$ cat src/rtl/pipe_hazard_ctrl.sv
`default_nettype none
// ============================================================================
//  Module      : pipe_hazard_ctrl
//  Description : Stall/flush controller for a 5-stage pipeline. Decides which
//                pipeline registers load or take a bubble from load-use
//                hazards, MEM-stage redirects, memory handshakes and debug
//                halt; keeps saturating stall/flush counters and a sticky
//                data-memory timeout flag.
//  Revision    : 1.0 - initial release
// ============================================================================
module pipe_hazard_ctrl #(
    parameter int CNT_W       = 16,
    parameter int MEM_TIMEOUT = 64
) (
    input  logic             clk,
    input  logic             rst,
    input  logic [4:0]       id_rs1_i,
    input  logic [4:0]       id_rs2_i,
    input  logic             id_uses_rs1_i,
    input  logic             id_uses_rs2_i,
    input  logic             ex_memread_i,
    input  logic [4:0]       ex_rd_i,
    input  logic             mem_branch_taken_i,
    input  logic             mem_jump_i,
    input  logic             imem_ready_i,
    input  logic             dmem_req_i,
    input  logic             dmem_ready_i,
    input  logic             dbg_halt_i,
    output logic             pc_en_o,
    output logic             if_id_en_o,
    output logic             id_ex_en_o,
    output logic             ex_mem_en_o,
    output logic             mem_wb_en_o,
    output logic             if_id_flush_o,
    output logic             id_ex_flush_o,
    output logic             ex_mem_flush_o,
    output logic             mem_wb_flush_o,
    output logic             pc_sel_redirect_o,
    output logic             halted_o,
    output logic [CNT_W-1:0] stall_cycles_o,
    output logic [CNT_W-1:0] flush_events_o,
    output logic             err_mem_timeout_o
);

    localparam int              WC_W     = $clog2(MEM_TIMEOUT + 1);
    localparam logic [WC_W-1:0] WAIT_MAX = WC_W'(MEM_TIMEOUT);

    typedef enum logic [1:0] {
        S_RUN      = 2'd0,
        S_MEM_WAIT = 2'd1,
        S_HALT     = 2'd2
    } state_t;

    state_t            state_q, state_d;
    logic [WC_W-1:0]   wait_cnt_q, wait_cnt_d;
    logic [CNT_W-1:0]  stall_q, stall_d;
    logic [CNT_W-1:0]  flush_q, flush_d;
    logic              err_q, err_d;

    logic mstall, redir, lu, fstall;
    logic pc_en, if_id_en, id_ex_en, ex_mem_en, mem_wb_en;
    logic if_id_fl, id_ex_fl, ex_mem_fl, mem_wb_fl, redirect, redir_applied;

    assign mstall = dmem_req_i & ~dmem_ready_i;
    assign redir  = mem_branch_taken_i | mem_jump_i;
    assign lu     = ex_memread_i && (ex_rd_i != 5'd0) &&
                    ((id_uses_rs1_i && (id_rs1_i == ex_rd_i)) ||
                     (id_uses_rs2_i && (id_rs2_i == ex_rd_i)));
    assign fstall = ~imem_ready_i;

    // Priority-ordered enable/flush decode; RUN and MEM_WAIT share it since
    // mstall already dominates while an access is outstanding.
    always_comb begin
        pc_en         = 1'b1;
        if_id_en      = 1'b1;
        id_ex_en      = 1'b1;
        ex_mem_en     = 1'b1;
        mem_wb_en     = 1'b1;
        if_id_fl      = 1'b0;
        id_ex_fl      = 1'b0;
        ex_mem_fl     = 1'b0;
        mem_wb_fl     = 1'b0;
        redirect      = 1'b0;
        redir_applied = 1'b0;
        if (state_q == S_HALT) begin
            pc_en     = 1'b0;
            if_id_en  = 1'b0;
            id_ex_en  = 1'b0;
            ex_mem_en = 1'b0;
            mem_wb_en = 1'b0;
        end else if (mstall) begin
            pc_en     = 1'b0;
            if_id_en  = 1'b0;
            id_ex_en  = 1'b0;
            ex_mem_en = 1'b0;
            mem_wb_fl = 1'b1;
        end else if (redir) begin
            redirect      = 1'b1;
            if_id_fl      = 1'b1;
            id_ex_fl      = 1'b1;
            ex_mem_fl     = 1'b1;
            redir_applied = 1'b1;
        end else if (lu) begin
            // Holding IF/ID also absorbs any concurrent fetch stall.
            pc_en    = 1'b0;
            if_id_en = 1'b0;
            id_ex_fl = 1'b1;
        end else if (fstall) begin
            pc_en    = 1'b0;
            if_id_fl = 1'b1;
        end
    end

    // While in reset every register loads a bubble so the pipe comes up clean.
    always_comb begin
        pc_en_o           = pc_en;
        if_id_en_o        = if_id_en;
        id_ex_en_o        = id_ex_en;
        ex_mem_en_o       = ex_mem_en;
        mem_wb_en_o       = mem_wb_en;
        if_id_flush_o     = if_id_fl;
        id_ex_flush_o     = id_ex_fl;
        ex_mem_flush_o    = ex_mem_fl;
        mem_wb_flush_o    = mem_wb_fl;
        pc_sel_redirect_o = redirect;
        if (rst) begin
            pc_en_o           = 1'b1;
            if_id_en_o        = 1'b1;
            id_ex_en_o        = 1'b1;
            ex_mem_en_o       = 1'b1;
            mem_wb_en_o       = 1'b1;
            if_id_flush_o     = 1'b1;
            id_ex_flush_o     = 1'b1;
            ex_mem_flush_o    = 1'b1;
            mem_wb_flush_o    = 1'b1;
            pc_sel_redirect_o = 1'b0;
        end
    end

    // Next state, wait counter, sticky timeout and saturating perf counters.
    always_comb begin
        state_d    = state_q;
        wait_cnt_d = wait_cnt_q;
        case (state_q)
            S_RUN: begin
                if (mstall) begin
                    state_d    = S_MEM_WAIT;
                    wait_cnt_d = '0;
                end else if (dbg_halt_i) begin
                    state_d = S_HALT;
                end
            end
            S_MEM_WAIT: begin
                if (wait_cnt_q != WAIT_MAX) wait_cnt_d = wait_cnt_q + 1'b1;
                if (!mstall) state_d = dbg_halt_i ? S_HALT : S_RUN;
            end
            S_HALT: begin
                if (!dbg_halt_i) state_d = S_RUN;
            end
            default: state_d = S_RUN;
        endcase
        err_d   = err_q | ((state_q == S_MEM_WAIT) && (wait_cnt_d == WAIT_MAX));
        stall_d = stall_q;
        if (!pc_en && (state_q != S_HALT) && (stall_q != '1)) stall_d = stall_q + 1'b1;
        flush_d = flush_q;
        if (redir_applied && (flush_q != '1)) flush_d = flush_q + 1'b1;
    end

    // State and counter registers with synchronous reset.
    always_ff @(posedge clk) begin
        if (rst) begin
            state_q    <= S_RUN;
            wait_cnt_q <= '0;
            stall_q    <= '0;
            flush_q    <= '0;
            err_q      <= 1'b0;
        end else begin
            state_q    <= state_d;
            wait_cnt_q <= wait_cnt_d;
            stall_q    <= stall_d;
            flush_q    <= flush_d;
            err_q      <= err_d;
        end
    end

    assign halted_o          = (state_q == S_HALT);
    assign stall_cycles_o    = stall_q;
    assign flush_events_o    = flush_q;
    assign err_mem_timeout_o = err_q;

endmodule
`default_nettype wire

$ cat config.mk
export PLATFORM = sky130hd
export DESIGN_NAME = pipe_hazard_ctrl
export DESIGN_NICKNAME = d
export VERILOG_FILES = /design/src/rtl/pipe_hazard_ctrl.sv
export SDC_FILE = /design/constraint.sdc
export NUM_CORES = 1
export LEC_CHECK = 0
export BUFFER_PORTS_ARGS = -buffer_cell sky130_fd_sc_hd__buf_2
export CAP_MARGIN = 20
export CORE_ASPECT_RATIO = 1.5
export CORE_MARGIN = 2
export CORE_UTILIZATION = 56
export DETAILED_ROUTE_END_ITERATION = 8
export GPL_TIMING_DRIVEN = 0
export PLACE_DENSITY_LB_ADDON = 0.3
export SYNTH_ARGS = -nofsm -noshare
export SYNTH_HDL_FRONTEND = slang
export SYNTH_SLANG_ARGS = --single-unit
$ cat constraint.sdc
create_clock -name clk -period 4.8 [get_ports clk]
set_input_delay 0.48 -clock clk [delete_from_list [all_inputs] [get_ports clk]]
set_output_delay 0.48 -clock clk [all_outputs]
set_load 0.02 [all_outputs]
Yosys cells after proc, flatten, opt, wreduce, memory -nomap -nowiden
Cells that the tools add are included.
Storage, ports and cells
  register bits after elaboration: 42
  memories kept: 0
  memory bits (writable): 0
  word-level logic and storage cells: 81
  bits in latches: 0
  output and inout bits: 44
  bits in read-only memories: 0
Cells by class
  reductions and logical operators: 13
  $add $sub $neg: 3
  divide/modulo/power cells: 0
  multiplexer cells: 44
  magnitude comparators: 0
  shift-type cells: 0
  multiply operators: 0
  bitwise operators: 4
  equality and inequality tests: 12
Operators with widths (count)
  1-bit two-way mux: 35
  16-bit by 1-bit adder with 16-bit output (second input constant): 2
  16-bit inequality test (second input constant): 2
  7-bit two-way mux: 2
  7-bit one-hot mux with 2 select lines: 1
  5-bit equality test: 2
  2-bit two-way mux: 5
  1-bit logical AND: 8
  7-bit by 1-bit adder with 7-bit output (second input constant): 1
  7-bit equality test (second input constant): 1
  7-bit inequality test (second input constant): 1
  2-bit inequality test (second input constant): 3
  2-bit one-hot mux with 3 select lines: 1
  5-bit nonzero test: 1
  3-bit inequality test (second input constant): 1
  3-bit AND reduction: 1
  2-bit by 1-bit equality test with 1-bit output (second input constant): 1
  2-bit equality test (second input constant): 1
  2-bit zero test: 1
  1-bit bitwise OR: 2
  1-bit AND: 1
  1-bit zero test: 1
  1-bit logical OR: 1
  1-bit inverter: 1

Logic depth before layout (Yosys ltp)
  word-level depth: 11
  mapped depth: 8
  gate-level depth less buffers: 7

Worst setup path before layout
OpenSTA, ideal clock, no wires.
  path kind: input-to-output
  start point: input port ex_rd_i[1]
  end point: output port pc_en_o
  setup slack: 2.434 ns
  cell stages on the path: 5
  arrival time: 1.886 ns
  path buffers: 0
  cells stage by stage: or4_1 o21ai_1 or2_2 a21boi_0 o21ai_0
On the way
  cells in the longest elaborated chain, start to end: 9
  elaborated cells on any way between the ends: 13
  classes of those cells: eq/ne (2); mux (5); reduce/logical (6)
RTL lines
  start: declaration: line 22  | input logic [4:0] ex_rd_i,
  5-bit equality test (on tied branches): line 67, 68
  1-bit logical AND (on tied branches): line 67, 68
  1-bit logical OR: line 67  | ((id_uses_rs1_i && (id_rs1_i == ex_rd_i)) ||
  1-bit logical AND (*): line 66  | assign lu = ex_memread_i && (ex_rd_i != 5'd0) &&
  1-bit two-way mux (*): line 103  | end else if (lu) begin
  1-bit two-way mux (*): line 97  | end else if (redir) begin
  1-bit two-way mux (*): line 91  | end else if (mstall) begin
  1-bit two-way mux (*): line 85  | if (state_q == S_HALT) begin
  1-bit two-way mux (*): line 126  | if (rst) begin
  end: declaration: line 29  | output logic pc_en_o,
Every way passes the cells marked *; elsewhere a longest branch is shown, timed or not.

Worst setup path in the final report
  start point: input port ex_rd_i[2]
  end point: output port pc_en_o
Same word-level chain as after synthesis.

==> impl_results.md <==
- EDFF count, synth: 0
- DRT Pass-1 Iters: 4
- Post-route design area: 2890 µm²
- Sequential area share after synthesis: 35.3%
- Wl on met1: 2430 µm
- Final Wtd Congestion: 0.964
- Slew headroom: 35.0%
- Synthesized area: 2380 µm²
- Critical path arrival: 2.06 ns
- CTS tree: yes
- CTS Hold Bufs: 0
- I/O pin total: 70
- Core region area: 4170 µm²
- Maximum fanout along the worst path: 4
- Hold Path Origin: dbg_halt_i
- Origin of the critical flop-to-flop path: state_q[0]$_SDFFE_PP0P_
- Initial antenna violation count: 0
- Syn nets: 325
- RSZ-0062 raised after global routing: no
- Post-cts resize count: 0
- Worst Path Required: 4.32 ns
- Hold crit path type: input port to flip-flop
- Clock period minus worst slack: 2.54 ns
- Synth Instances: 295
- Initial core utilization: 57.2%
- First-pass GRT wire length: 9870 µm
- TNS Setup: 0 ns
- Setup Skew: 0.00510 ns
- Synth warn: 0
- Setup ws final: 2.26 ns
- Slowest stage delay, CP: 0.34 ns
- Rows: 29
- Hold Path End: state_q[1]$_SDFFE_PP0P_
- Ys async rst share: 0%
- Crit Path Class: input port to output port
- Max-slew violation count: 0
- H-Tree Level Count: 2
- Clk slew on worst S/H paths: 0.08 ns
- Met3 wire len: 283 µm
- Setup bufs post-CTS: 0
- Port Buf Inserts: 68
- Cells on Worst Hold Path: 3
- Synthesis-to-layout area growth: 21.2%
- Ant. Diodes: 0
- FF-to-FF path depth: 6
- DIE AREA: 4810 µm²
- Routed WL per cell: 14.1 µm
- Startpoint types: input port
- R2R setup slack: 2.45 ns
- Post-synthesis register bit count: 42
- Fmax: 0.394 GHz
- Largest net degree at the start of global routing: 14
- Highest ir drop seen on vdd: 0.311 mV
- Die H: 83.9 µm
- Post-route DRC: 0
- Nets: 400
- Cell variety after synth: 49
- FF-to-FF End: flush_events_o[15]$_SDFFE_PP0P_
- Synth Area per Inst: 8.08 µm²
- CP Cell Sequence: buf_2, xor2_1, nor4_1, a32oi_1, or2_2, a21boi_0, o21ai_0, buf_2
- All-Layer GR Usage: 25.1%
- Num CTS Buffers: 5
- Ys flop type: dfxtp_1
- Worst-Skew Late Latency: 0.29 ns
- # setup viols final: 0
- Hold Violations, Final: 0
- Critical-path top delay cell: or2_2
- Post-DP Area: 2780 µm²
- Number of max-cap violations: 0
- Vias/cell: 5.90
- Power density over the cells: 252 nW/µm²
- Post-DP HPWL: 4470 µm
- DP Worst Slack: 2.12 ns
- Initial DRC count: 85
- P_leak: 1.16 nW
- Vias: 2461
- Status: finished, final reports clean
- WL final: 5870 µm
- Vias in the first global route: 2268
- Antenna-violating nets left: 0
- Share of layout cells above drive strength 1: 24.3%
- Clock Path Buffers: 2
- Most used cell, CP: buf_2
- Least-Margin Pin Slew: 0.951 ns
- Final Cycle Share: 52.9%
- CTS Sinks: 42
- Fill count: 369
- Root buffer cell: clkbuf_8
- Wire length on met2: 3050 µm
- Die W: 57.3 µm
- Crit path capture type: output port
- GR Overflow Total: 0
- Highest Signal Layer: met4
[layer usage]
metal / vias up / track usage (%)
li1: 1232 / -
met1: 1147 / 28.9
met2: 70 / 44.7
met3: 12 / 4.65
met4: 0 / 9.09
met5: - / 0
[report_power, final]
group | leakage [nW] | internal (mW) | switching, mW
Clock | 0.0579 | 0.153 | 0.123
Sequential | 0.339 | 0.353 | 0.00567
Combinational | 0.762 | 0.0343 | 0.0581
[how the worst max path moves through the flow]
| stage | startpoint | end | slack (ns) | cells after the start |
|---|---|---|---|---|
| 2_1_floorplan | ex_rd_i[1] | pc_en_o | 2.43 | 5 |
| 3_3_place_gp | ex_rd_i[2] | stall_cycles_o[10]$_SDFFE_PP0P_ | 2.10 | 8 |
| 3_5_place_dp | ex_rd_i[2] | stall_cycles_o[11]$_SDFFE_PP0P_ | 2.12 | 8 |
| 4_1_cts | ex_rd_i[2] | pc_en_o | 2.28 | 8 |
| 5_1_grt | state_q[0]$_SDFFE_PP0P_ | flush_events_o[15]$_SDFFE_PP0P_ | 2.16 | 6 |
| 6_report | ex_rd_i[2] | pc_en_o | 2.26 | 8 |
[sequential cells by signal (all words and copies together) (netlist names)]
register	count
state_q	2
wait_cnt_q	7
stall_cycles_o	16
err_mem_timeout_o	1
flush_events_o	16
[stage by stage]
| stage | cells | power, mW | utilization, % | hold slack (ns) |
|---|---|---|---|---|
| 2_1_floorplan | 295 | 0.424 | - | 0.466 |
| 3_3_place_gp | 409 | 0.457 | 66.7 | 0.459 |
| 3_5_place_dp | 409 | 0.459 | 66.7 | 0.467 |
| 4_1_cts | 417 | 0.730 | 69.3 | 0.386 |
| 5_1_grt | 417 | 0.751 | 69.3 | 0.393 |
| 6_report | 417 | 0.727 | 69.3 | 0.392 |
[Yosys cell counts, types with 7 or more instances]
library cell	count	area share (%)
o21ai_0	13	2.7
nand4_1	14	3.7
nand3_1	16	3.4
xor2_1	18	6.6
or4_1	8	2.5
nor2_1	31	4.9
o31ai_1	9	2.8
inv_1	8	1.3
nor4_1	8	2.1
nor2b_1	7	1.8
a21oi_1	16	3.4
dfxtp_1	42	35
nand2_1	27	4.2
[logic make-up after synthesis]
kind of cell	after synthesis	synth area share (%)
xor gates and xnor gates	23	8.45
AOI/OAI and AO/OA	61	17.0
adders and majority gates	4	2.10
DFF	42	35.3
muxes	5	2.31
and+or+nand+nor	140	31.0
buffers and inverters	20	3.88
[final cells by class]
type / count / area, µm² / share of cell area [%]
Clock inverter: 3 / 40.0 / 1.38
Clock buffer: 5 / 68.8 / 2.38
Buffer: 12 / 62.6 / 2.16
Timing Repair Buffer: 68 / 340 / 11.8
Sequential cell: 42 / 841 / 29.1
Multi-Input combinational cell: 233 / 1450 / 50.2
Inverter: 8 / 30.0 / 1.04
Tap cell: 46 / 57.6 / 1.99
[placed cells by master, fill, tap and decap left out, drive strengths merged, types with 3 or more instances in the layout]
master and count:
buf 74, dfxtp 42, nor2 31, nand2 27, xor2 18, a21oi 17, nand3 16, nand4 14
o21ai 14, nor4 11, clkbuf 11, o31ai 9, inv 8, or4 8, nor2b 7, and2 6
xnor2 5, nor3 5, nand2b 4, o21a 4, mux2 4, ha 4, or2 3, and3 3
or3 3
[worst max-delay path: cells and delay by family]
| family | cells | cell delay (ns) |
|---|---|---|
| buffers and inverters | 2 | 0.30 |
| xor gates and xnor gates | 1 | 0.15 |
| and+or+nand+nor | 2 | 0.64 |
| AOI/OAI and AO/OA | 3 | 0.48 |
No activity file was read; power rests on OpenSTA's default activity.
